## config.mk

```make
export PLATFORM = sky130hd
export DESIGN_NAME = mem_port_arbiter
export DESIGN_NICKNAME = d
export VERILOG_FILES = /design/src/rtl/mem_port_arbiter.sv
export SDC_FILE = /design/constraint.sdc
export NUM_CORES = 1
export LEC_CHECK = 0
export CORE_ASPECT_RATIO = 0.7
export CORE_UTILIZATION = 35
export CTS_BUF_LIST = sky130_fd_sc_hd__clkbuf_4 sky130_fd_sc_hd__clkbuf_8
export CTS_CLUSTER_DIAMETER = 100
export DETAILED_ROUTE_END_ITERATION = 16
export MAX_ROUTING_LAYER = met4
export PLACE_DENSITY = 0.68
export SKIP_CTS_REPAIR_TIMING = 1
export SLEW_MARGIN = 5
export SYNTH_ARGS = -nofsm -noshare
export SYNTH_HDL_FRONTEND = slang
export SYNTH_SLANG_ARGS = --single-unit
```

## constraint.sdc

```tcl
create_clock -name clk -period 2.74 [get_ports clk]
set_clock_uncertainty 0.1 [all_clocks]
set_input_delay 0.411 -clock clk [delete_from_list [all_inputs] [get_ports clk]]
set_output_delay 0.411 -clock clk [all_outputs]
set_load 0.01 [all_outputs]
```

## src/rtl/mem_port_arbiter.sv

```systemverilog
// Arbiter sharing one single-ported 16x512 RAM between CPU fetch (IF) and memory stage (D).
// Optional perf counters are present only when MEM_PORT_ARBITER_PERF_EN is defined.
`timescale 1ns/1ps
module mem_port_arbiter #(
  parameter int unsigned STARVE_MAX = 3,
  parameter int unsigned CNT_W      = 2
) (
  input  logic        clk,
  input  logic        reset,
  input  logic        if_req,
  input  logic [8:0]  if_addr,
  output logic        if_gnt,
  output logic        if_rvalid,
  output logic [15:0] if_rdata,
  input  logic        d_req,
  input  logic        d_we,
  input  logic [8:0]  d_addr,
  input  logic [15:0] d_wdata,
  output logic        d_gnt,
  output logic        d_rvalid,
  output logic [15:0] d_rdata,
  output logic [1:0]  mem_cmd,
  output logic [8:0]  mem_addr,
  output logic [15:0] mem_wdata,
  input  logic [15:0] mem_rdata
`ifdef MEM_PORT_ARBITER_PERF_EN
  ,
  output logic [15:0] perf_conflict,
  output logic [15:0] perf_if_stall
`endif
);

  localparam logic [CNT_W-1:0] STARVE_LIM = CNT_W'(STARVE_MAX);
  localparam logic [1:0] CMD_NONE = 2'b00;
  localparam logic [1:0] CMD_RD   = 2'b01;
  localparam logic [1:0] CMD_WR   = 2'b10;

  logic [CNT_W-1:0] starve_cnt;
  logic             starve_hit;
  logic             tag0_vld, tag0_d;
  logic             tag1_vld, tag1_d;

  // A limit of zero never matches, so D keeps priority forever.
  assign starve_hit = (STARVE_MAX != 0) && (starve_cnt == STARVE_LIM);

  always_comb begin
    if_gnt = 1'b0;
    d_gnt  = 1'b0;
    if (reset) begin
      if (if_req && d_req) begin
        if (starve_hit) if_gnt = 1'b1;
        else            d_gnt  = 1'b1;
      end else begin
        if_gnt = if_req;
        d_gnt  = d_req;
      end
    end
  end

  always_ff @(posedge clk) begin
    if (!reset) begin
      starve_cnt <= '0;
    end else if (!if_req || if_gnt) begin
      starve_cnt <= '0;
    end else if (starve_cnt != STARVE_LIM) begin
      starve_cnt <= starve_cnt + 1'b1;
    end
  end

  // Address and write data hold their last value when no command is issued.
  always_ff @(posedge clk) begin
    if (!reset) begin
      mem_cmd   <= CMD_NONE;
      mem_addr  <= '0;
      mem_wdata <= '0;
    end else if (if_gnt) begin
      mem_cmd  <= CMD_RD;
      mem_addr <= if_addr;
    end else if (d_gnt) begin
      mem_cmd  <= d_we ? CMD_WR : CMD_RD;
      mem_addr <= d_addr;
      if (d_we) mem_wdata <= d_wdata;
    end else begin
      mem_cmd <= CMD_NONE;
    end
  end

  always_ff @(posedge clk) begin
    if (!reset) begin
      tag0_vld <= 1'b0;
      tag0_d   <= 1'b0;
      tag1_vld <= 1'b0;
      tag1_d   <= 1'b0;
    end else begin
      tag0_vld <= if_gnt || (d_gnt && !d_we);
      tag0_d   <= d_gnt;
      tag1_vld <= tag0_vld;
      tag1_d   <= tag0_d;
    end
  end

  always_ff @(posedge clk) begin
    if (!reset) begin
      if_rvalid <= 1'b0;
      d_rvalid  <= 1'b0;
      if_rdata  <= '0;
      d_rdata   <= '0;
    end else begin
      if_rvalid <= tag1_vld && !tag1_d;
      d_rvalid  <= tag1_vld && tag1_d;
      if (tag1_vld && !tag1_d) if_rdata <= mem_rdata;
      if (tag1_vld && tag1_d)  d_rdata  <= mem_rdata;
    end
  end

`ifdef MEM_PORT_ARBITER_PERF_EN
  always_ff @(posedge clk) begin
    if (!reset) begin
      perf_conflict <= '0;
      perf_if_stall <= '0;
    end else begin
      if (if_req && d_req)   perf_conflict <= perf_conflict + 16'd1;
      if (if_req && !if_gnt) perf_if_stall <= perf_if_stall + 16'd1;
    end
  end
`endif

endmodule

```

# Word level (Yosys, flattened, before mapping)
# Cells that the tools add are included.
[word_totals]
rom_bits = 0
in_bits = 55
out_inout_bits = 63
reg_bits = 67
wordCells = 43
ram_bits = 0
latchBits = 0
memories = 0
[op_classes]
n_bitwise = 3
n_div = 0
mux = 11
n_lt_le_gt_ge = 0
reduce_logical = 13
shift = 0
multipliers = 0
add_sub_neg = 1
eq_ne = 2
[ops]
columns = ["operator", "count"]
rows = [
  ["9-bit two-way mux", 2],
  ["1-bit two-way mux", 8],
  ["1-bit logical AND", 4],
  ["1-bit zero test", 3],
  ["1-bit inverter", 3],
  ["3-bit AND reduction", 1],
  ["3-bit OR reduction", 1],
  ["2-bit by 1-bit adder with 2-bit output (second input constant)", 1],
  ["2-bit == test (second input constant)", 1],
  ["1-bit logical OR", 2],
  ["2-bit two-way mux", 1],
  ["2-bit inequality test (second input constant)", 1],
  ["2-bit nonzero test", 1],
  ["2-bit OR reduction", 1],
]

# Longest topological paths before layout
# Gate-level depths: netlist (run 1).
[depth]
word_depth = 6
ltp_mapped = 6
depth_no_buf = 4

# Least setup slack after synthesis (run 1)
# Ideal clock, no wire load.
[synth_path]
path_type = "flip-flop to output port"
startpoint = "register starve_cnt[0]"
endpoint = "output port if_gnt"
required_ps = 2229
path_slack_ps = 1316
path_stages_with_launch = 5
n_path_buf = 1
arrival_ps = 913
path_cell_list = "dfxtp_1 -> ha_1 -> inv_1 -> a21oi_1 -> buf_2"
[synth_via]
elab_chain_len = 4
[synth_lines]
columns = ["element", "line_no", "rtl"]
rows = [
  ["from (decl)", "38", "logic [CNT_W-1:0] starve_cnt;"],
  ["from (signal assigned)", "66", "starve_cnt <= starve_cnt + 1'b1;"],
  ["2-bit == test", "44", "assign starve_hit = (STARVE_MAX != 0) && (starve_cnt == STARVE_LIM);"],
  ["1-bit two-way mux", "51", "if (starve_hit) if_gnt = 1'b1;"],
  ["1-bit two-way mux", "50", "if (if_req && d_req) begin"],
  ["1-bit two-way mux", "49", "if (reset) begin"],
  ["to (decl)", "12", "output logic if_gnt,"],
]
# Every way passes these cells.

# Final worst setup path (run 1)
# Same ends and word-level chain as after synthesis.

==> impl_metrics.toml, run 1 <==
[synth]
ys_ff_latch = 66
ys_types = 30
yosysSeqAreaShare_pct = 50.4
ys.warnings.count = 0
syn_avg_cell_area_um2 = 8.82
syn_inst = 297
synth_area_um2 = 2620
synth_fp_nets = 353

[drt]
ant_nets = 0
drc = 0
drt_iter0_drc = 81
vias_per_cell = 4.92
wl_um = 6980
dr_total_vias = 2474
drt-pass1-iter-count = 4
post_drt_wl_per_cell_um = 13.9

[floorplanning]
die_w_um = 105
rows = 25
ios = 118
core-area_um2 = 6980
fp.dieH_um = 74.4
die_area_um2 = 7840
initial_core_util_pct = 37.6

[critical_path]
cp-start-kind = "flip-flop"
required_ns = 2.23
endpoint_kind = "output port"
critPathMaxFanout = 12
r2r.worst_path.cells = 5
critical_path_class = "reg -> out"
worstPathArrival_ns = 1.97

[grt]
antenna_found_initial = 0
grt_overflow = 0
grt_pass1_vias = 2274
grt_max_degree = 44
grt_pass1_wl_um = 11200
grtUsageTotal_pct = 19.2

[sta]
finalWorstSetupSlack_ns = 0.257
fin_hold_ws_ns = 0.335
setup_violations = 0
slew_headroom_pct = 53.9
rsz0062_at_grt = "no"
fmax_ghz = 0.403
post-route-period-util_pct = 90.6
setup_tns_ns = 0
period_needed_ns = 2.48
hold_violations = 0
drv_slew = 0
worst_pin_slew_ns = 0.691

[power]
powerDensity_nw_per_um2 = 543
p_sw_share_pct = 22.1
leakagePower_nw = 1.42
intPower_w = 0.00170
ir_drop_uv = 270
power.switching_w = 0.000483
p_seq_share_pct = 46.6
p_comb_share_pct = 12.9
power_frac_clock_pct = 40.5

[clocking]
root_buffer = "clkbuf_8"
clock_path_buffers = 2
cts.sinks = 66
cts.clk_slew.worst_paths_ns = 0.07
clock_latency_ns = 0.33
numCtsBuffers = 9
cts_tree = "built"
ctsHtreeMaxLevel = 3

[layout]
final_common_cell = "clkdlybuf4s50_1"
drive_gt1_share_pct = 8.80
nFillCells = 611
area_growth_pct = 53.5
finalNetCount = 462
regArea_um2 = 1320
diodes = 0
final_cell_mix = "116 x clkdlybuf4s50_1, 100 x nand2_1, 66 x dfxtp_1"
multi_input_area_um2 = 1130

[placement]
post-place-ws_ns = 0.415
dp_hpwl_um = 4810
port_buffers = 117
place_congestion = 0.802

[run_status]
status = "finished clean"

[worst_hold_path]
worstHoldPathCells = 1
hold_path.class = "reg -> reg"

[run]
maxCapViolCount = 0
-- flip-flops by register name, summed over array words and instances, names as in the netlist --
name and cells:
mem_cmd 2, tag1_d 1, if_rvalid 1, if_rdata 16
tag1_vld 1, mem_wdata 16, starve_cnt 2, tag0_d 1
d_rdata 16, d_rvalid 1, mem_addr 9
-- critical path, stage by stage, from the launching register on --
cell,delay (ns)
dfxtp_1,0.34
ha_1,0.43
inv_1,0.10
a21oi_1,0.19
clkdlybuf4s50_1,0.58
-- cell type report --
class / count / share of cell area [%]
multi-input combinational: 201 / 28.2
inverter: 3 / 0.280
clock inverter: 3 / 1.62
clock buffer: 11 / 3.61
timing repair buffer: 125 / 30.5
sequential: 66 / 32.9
tap: 94 / 2.92
-- metrics by stage --
| stage | total power, W | area (µm²) | std cells | util, % |
|---|---|---|---|---|
| after global routing | 0.00228 | 4020 | 503 | 57.7 |
| after detailed placement | 0.00132 | 3810 | 489 | 54.6 |
| final | 0.00218 | 4020 | 503 | 57.7 |
| after global placement | 0.00132 | 3810 | 489 | 54.6 |
| after floorplan | 0.00115 | 2620 | 297 | - |
| after CTS | 0.00221 | 4020 | 503 | 57.7 |
-- synth_stat cells (all sizes together) --
cell type	number	share of area, %
a21oi	1	0.19
ha	1	0.48
and3	2	0.67
clkinv	1	0.14
nor2b	1	0.24
nand2	101	15
clkbuf	13	2.0
o2111ai	9	3.0
a21boi	32	9.2
and4	1	0.33
o21ai	16	4.3
inv	2	0.29
dfxtp	66	50
nand4	16	3.8
a21o	1	0.29
o311ai	9	3.0
nor4bb	1	0.38
nor3b	1	0.48
nor2	1	0.14
and2	7	1.8
buf	14	3.9
nand2b	1	0.24
-- layer usage --
layer | up-vias | track usage, % | wire, µm
li1 | 1237 | - | -
met1 | 1120 | 24.6 | 3380
met2 | 107 | 26.8 | 2830
met3 | 10 | 8.68 | 677
met4 | 0 | 6.10 | 85
met5 | - | - | 0
-- power groups by stage --
stage / Sequential (W) / Combinational, W / Clock (W)
after floorplan: 0.00106 / 0.0000932 / 0
after global placement: 0.00104 / 0.000281 / 0
after detailed placement: 0.00104 / 0.000282 / 0
after CTS: 0.00102 / 0.000284 / 0.000905
after global routing: 0.00102 / 0.000304 / 0.000956
final: 0.00102 / 0.000282 / 0.000884
-- path summary, 6_finish.rpt --
check / start / end / slack, ns
min: tag0_d / tag1_d / 0.33
min reg2reg: tag0_d / tag1_d / 0.33
max: starve_cnt[0] / if_gnt / 0.26
max reg2reg: starve_cnt[0] / mem_wdata[0] / 1.01
-- kinds of logic after synthesis --
group	Yosys count	synth area share, %
AND/OR/NAND/NOR	132	22.8
adder cells (fa/ha/maj)	1	0.477
flip-flops	66	50.4
AO/OA/AOI/OAI	68	20.0
buffers and inverters	30	6.26
Power figures use the tool's default switching activity.
==> run 2, diff against run 1 <==
--- a/config.mk
+++ b/config.mk
@@ -5,13 +5,14 @@
 export SDC_FILE = /design/constraint.sdc
 export NUM_CORES = 1
 export LEC_CHECK = 0
+export ABC_AREA = 1
 export CORE_ASPECT_RATIO = 0.7
 export CORE_UTILIZATION = 35
 export CTS_BUF_LIST = sky130_fd_sc_hd__clkbuf_4 sky130_fd_sc_hd__clkbuf_8
 export CTS_CLUSTER_DIAMETER = 100
 export DETAILED_ROUTE_END_ITERATION = 16
 export MAX_ROUTING_LAYER = met4
-export PLACE_DENSITY = 0.68
+export PLACE_DENSITY = 0.69
 export SKIP_CTS_REPAIR_TIMING = 1
 export SLEW_MARGIN = 5
 export SYNTH_ARGS = -nofsm -noshare
==> impl_metrics.toml, run 2 <==
[sta]
fin_hold_ws_ns = 0.319
slew_headroom_pct = 60.6
hold_violations = 0
setup_violations = 0
period_needed_ns = 2.35
drv_slew = 0
rsz0062_at_grt = "no"
fmax_ghz = 0.425
post-route-period-util_pct = 85.9
worst_pin_slew_ns = 0.589
setup_tns_ns = 0

[drt]
ant_nets = 0
wl_um = 6550
post_drt_wl_per_cell_um = 11.6
drt_iter0_drc = 87
dr_total_vias = 2462
drt-pass1-iter-count = 4
vias_per_cell = 4.35
drc = 0

[critical_path]
worst_path_max_delay_cell = "clkdlybuf4s50_1"
worstPathArrival_ns = 1.84
critPathMaxFanout = 4
cp_top_family = "buffers and inverters"
required_ns = 2.23
crit_buf_inv = 4
slowest_delay_ns = 0.57
endpoint_kind = "output port"
critical_path_class = "in -> out"
cp-start-kind = "input pin"
worstPathCellList = "clkdlybuf4s50_1 > nand2_1 > inv_2 > nand2_1 > inv_1 > clkdlybuf4s50_1"

[clocking]
root_buffer = "clkbuf_8"
ctsHtreeMaxLevel = 3
cts.clk_slew.worst_paths_ns = 0.07
cts_tree = "built"
clock_latency_ns = 0.34
cts.sinks = 66
numCtsBuffers = 9
clock_path_buffers = 2

[synth]
ys.warnings.count = 0
synthTopCellsByCount = "116 x nor2_1, 66 x dfxtp_1, 48 x nand2_1, 42 x o21ai_0, 34 x inv_1"
synth_area_leaders = "dfxtp_1 51%, nor2_1 17%, o21ai_0 8.2%"
synth_area_um2 = 2580
synth_fp_nets = 411
synth.most_common_cell = "nor2_1"
synth_top_area_cell = "dfxtp_1"
async_reset_ff_share_pct = 0
synth_ff_type = "dfxtp_1"
synth_top_area_share_pct = 51.3
yosysSeqAreaShare_pct = 51.3
ys_types = 22
synth_edf_count = 0
syn_inst = 355
ys_ff_latch = 66
syn_avg_cell_area_um2 = 7.26

[layout]
reg_top3 = "d_rdata: 16 flops, if_rdata: 16 flops, mem_wdata: 16 flops"
final_cell_mix = "116 x nor2_1, 116 x clkdlybuf4s50_1, 66 x dfxtp_1"
drive_gt1_share_pct = 5.51
diodes = 0
area_growth_pct = 53.9
nFillCells = 674
finalNetCount = 523
regArea_um2 = 1320
multi_input_area_um2 = 1010
utilization_pct = 57.1

[floorplanning]
rows = 25
core-area_um2 = 6940
die_w_um = 105
ios = 118
fp.dieH_um = 73.8
die_area_um2 = 7720
initial_core_util_pct = 37.1

[power]
powerDensity_nw_per_um2 = 549
leakagePower_nw = 1.73
ir_drop_uv = 317

[run]
maxCapViolCount = 0

[grt]
antenna_found_initial = 0
grt_max_degree = 50
grt_pass1_wl_um = 10800
grtUsageTotal_pct = 18.6
grt_pass1_vias = 2189
grt_overflow = 0

[placement]
dp_hpwl_um = 4530
port_buffers = 117
place_congestion = 0.754

[run_status]
status = "finished clean"

[worst_hold_path]
hold_path.class = "reg -> reg"
run 2: cell count changes in the layout (fill, tap and decap cells not counted), sizes merged, moves of 10 or more:
cell	change
nand4	-16
inv	+34
nand3	+10
nand2	-50
a21boi	-32
o21ai	+26
nor2	+116
a21oi	+10
run 2: worst min-delay path, cell delays in order (launching register included):
cell     delay (ns)
dfxtp_1        0.31
nand2_1        0.05
inv_1          0.04
run 2: cells by family after synthesis:
kind of cell               after synthesis  share of synthesized area, %
DFF                                     66                          51.3
AOI/OAI and AO/OA                       54                          11.0
adders and majority gates                1                         0.485
and+or+nand+nor                        179                          27.6
buffers and inverters                   55                          9.66
run 2: final cells by class:
cell class	instances	share of cell area (%)
clock inverters	6	1.67
multi-input cells	234	25.4
inverters	36	3.41
clock buffers	10	3.31
well taps	94	2.96
flip-flops and latches	66	33.3
repair buffers	120	30.0
run 2: report_power, final:
group          internal [W]  switching (W)  total [W]
clock              0.000431       0.000387   0.000819
combinational      0.000184       0.000146   0.000331
sequential          0.00101      0.0000223    0.00103
run 2: path summary, 6_finish.rpt:
path	endpoint	cells past startpoint	start	slack [ns]
hold / removal	tag1_d	2	tag0_d	0.32
setup / recovery	if_gnt	6	if_req	0.39
hold reg to reg	tag1_d	2	tag0_d	0.32
setup reg to reg	if_rdata[13]	5	tag1_vld	1.01
run 2: metrics by stage:
stage / worst slack (ns) / area, µm² / std cells / power, W
floorplan: 1.19 / 2580 / 355 / 0.00119
global placement: 0.392 / 3770 / 550 / 0.00138
detailed placement: 0.376 / 3770 / 550 / 0.00138
CTS: 0.374 / 3970 / 566 / 0.00221
global route: 0.225 / 3970 / 566 / 0.00229
finish: 0.387 / 3970 / 566 / 0.00218
run 2: layer usage:
layer | wire length, µm | vias up | part of all wire (%) | global-route usage (%)
li1 | - | 1311 | - | -
met2 | 2780 | 73 | 42 | 27.4
met1 | 3260 | 1068 | 50 | 23.6
met3 | 414 | 10 | 6.3 | 7.10
met4 | 95 | 0 | 1.4 | 5.79
met5 | 0 | - | 0 | -
==> run 3, diff against run 2 <==
--- a/config.mk
+++ b/config.mk
@@ -6,13 +6,14 @@
 export NUM_CORES = 1
 export LEC_CHECK = 0
 export ABC_AREA = 1
+export CAP_MARGIN = 20
 export CORE_ASPECT_RATIO = 0.7
-export CORE_UTILIZATION = 35
+export CORE_UTILIZATION = 46
 export CTS_BUF_LIST = sky130_fd_sc_hd__clkbuf_4 sky130_fd_sc_hd__clkbuf_8
 export CTS_CLUSTER_DIAMETER = 100
 export DETAILED_ROUTE_END_ITERATION = 16
 export MAX_ROUTING_LAYER = met4
-export PLACE_DENSITY = 0.69
+export PLACE_DENSITY = 0.87
 export SKIP_CTS_REPAIR_TIMING = 1
 export SLEW_MARGIN = 5
 export SYNTH_ARGS = -nofsm -noshare
==> impl_metrics.toml, run 3 (synthesized netlist as in run 2, its figures left out) <==
[critical_path]
endpoint_kind = "output port"
cp_top_family = "buffers and inverters"
crit_buf_inv = 4
slowest_delay_ns = 0.58
worstPathArrival_ns = 1.87
cp-start-kind = "input pin"
required_ns = 2.23
critical_path_class = "in -> out"
worst_path_max_delay_cell = "clkdlybuf4s50_1"
worstPathCellList = "clkdlybuf4s50_1 > nand2_1 > inv_2 > nand2_1 > inv_1 > clkdlybuf4s50_1"
critPathMaxFanout = 4

[sta]
slew_headroom_pct = 62.7
rsz0062_at_grt = "no"
hold_violations = 0
worst_pin_slew_ns = 0.559
fin_hold_ws_ns = 0.313
period_needed_ns = 2.38
drv_slew = 0
post-route-period-util_pct = 87.0
setup_tns_ns = 0
setup_violations = 0
fmax_ghz = 0.419

[placement]
port_buffers = 117
place_congestion = 0.743
dp_hpwl_um = 4630
dp_cells = 528

[clocking]
clock_latency_ns = 0.34
cts.sinks = 66
clock_path_buffers = 2
cts.clk_slew.worst_paths_ns = 0.07
numCtsBuffers = 9
ctsHtreeMaxLevel = 3
root_buffer = "clkbuf_8"
cts_tree = "built"

[drt]
ant_nets = 0
drt_iter0_drc = 78
wl_um = 6420
vias_per_cell = 4.70
dr_total_vias = 2558
drt-pass1-iter-count = 7
post_drt_wl_per_cell_um = 11.8
drc = 0

[grt]
grt_max_degree = 53
grtUsageTotal_pct = 23.7
antenna_found_initial = 0
grt_pass1_vias = 2371
grt_pass1_wl_um = 10600
grt_overflow = 0

[run]
maxCapViolCount = 0

[floorplanning]
rows = 22
die_w_um = 91.5
initial_core_util_pct = 48.5
fp.dieH_um = 64.6
core-area_um2 = 5310
ios = 118
die_area_um2 = 5910

[layout]
layout.cells.non_filler = 544
reg_top3 = "d_rdata: 16 flops, if_rdata: 16 flops, mem_wdata: 16 flops"
diodes = 0
utilization_pct = 73.8
final_cell_mix = "116 x nor2_1, 116 x clkdlybuf4s50_1, 66 x dfxtp_1"
drive_gt1_share_pct = 5.51
finalNetCount = 523
area_growth_pct = 52.1

[power]
p_total_w = 0.00209
leakagePower_nw = 1.72
powerDensity_nw_per_um2 = 533
ir_drop_uv = 441

[run_status]
status = "finished clean"

[worst_hold_path]
hold_path.class = "reg -> reg"
## run 3: cell count changes in the layout (fill, tap and decap cells not counted)
cell	previous run	this run
clkbuf_4	1	0
bufinv_16	1	0
clkinv_2	1	2
clkbuf_8	9	10
## run 3: cell type report
cell class	count	area, µm²
clock inverter	6	41.3
clock buffer	10	138
timing repair buffer	120	1190
fill	412	1390
sequential	66	1320
multi-input combinational	234	1010
tap	72	90.1
inverter	36	135
## run 3: metrics by stage
step / setup WS, ns / instance area [µm²]
finish: 0.355 / 3920
floorplan: 1.19 / 2580
CTS: 0.357 / 3920
global placement: 0.406 / 3740
global route: 0.277 / 3920
detailed placement: 0.359 / 3740
## run 3: per-layer routing
metal	track usage (%)	vias to the layer above	routed length [µm]
met5	-	-	0
met4	9.33	0	35
met3	7.28	4	412
met2	39.8	84	3130
met1	26.7	1159	2840
li1	-	1311	-
## run 3: path summary, 6_finish.rpt
path / startpoint / end / slack [ns] / cells after the start
worst max-delay path: if_req / if_gnt / 0.36 / 6
worst min-delay path: tag0_d / tag1_d / 0.31 / 2
worst min register to register: tag0_d / tag1_d / 0.31 / 2
worst max register to register: tag1_vld / if_rdata[15] / 1.04 / 5
## run 3: worst reg2reg max path, delay by kind of cell, from the launching register on
family / cells / cell delay [ns]
AND/OR/NAND/NOR: 3 / 0.60
flip-flops: 1 / 0.33
buffers and inverters: 2 / 0.58
## run 3: where the power goes
part	total [W]	internal, W	switching [W]
Sequential	0.00103	0.00101	0.0000224
Combinational	0.000333	0.000184	0.000149
Clock	0.000729	0.000352	0.000377
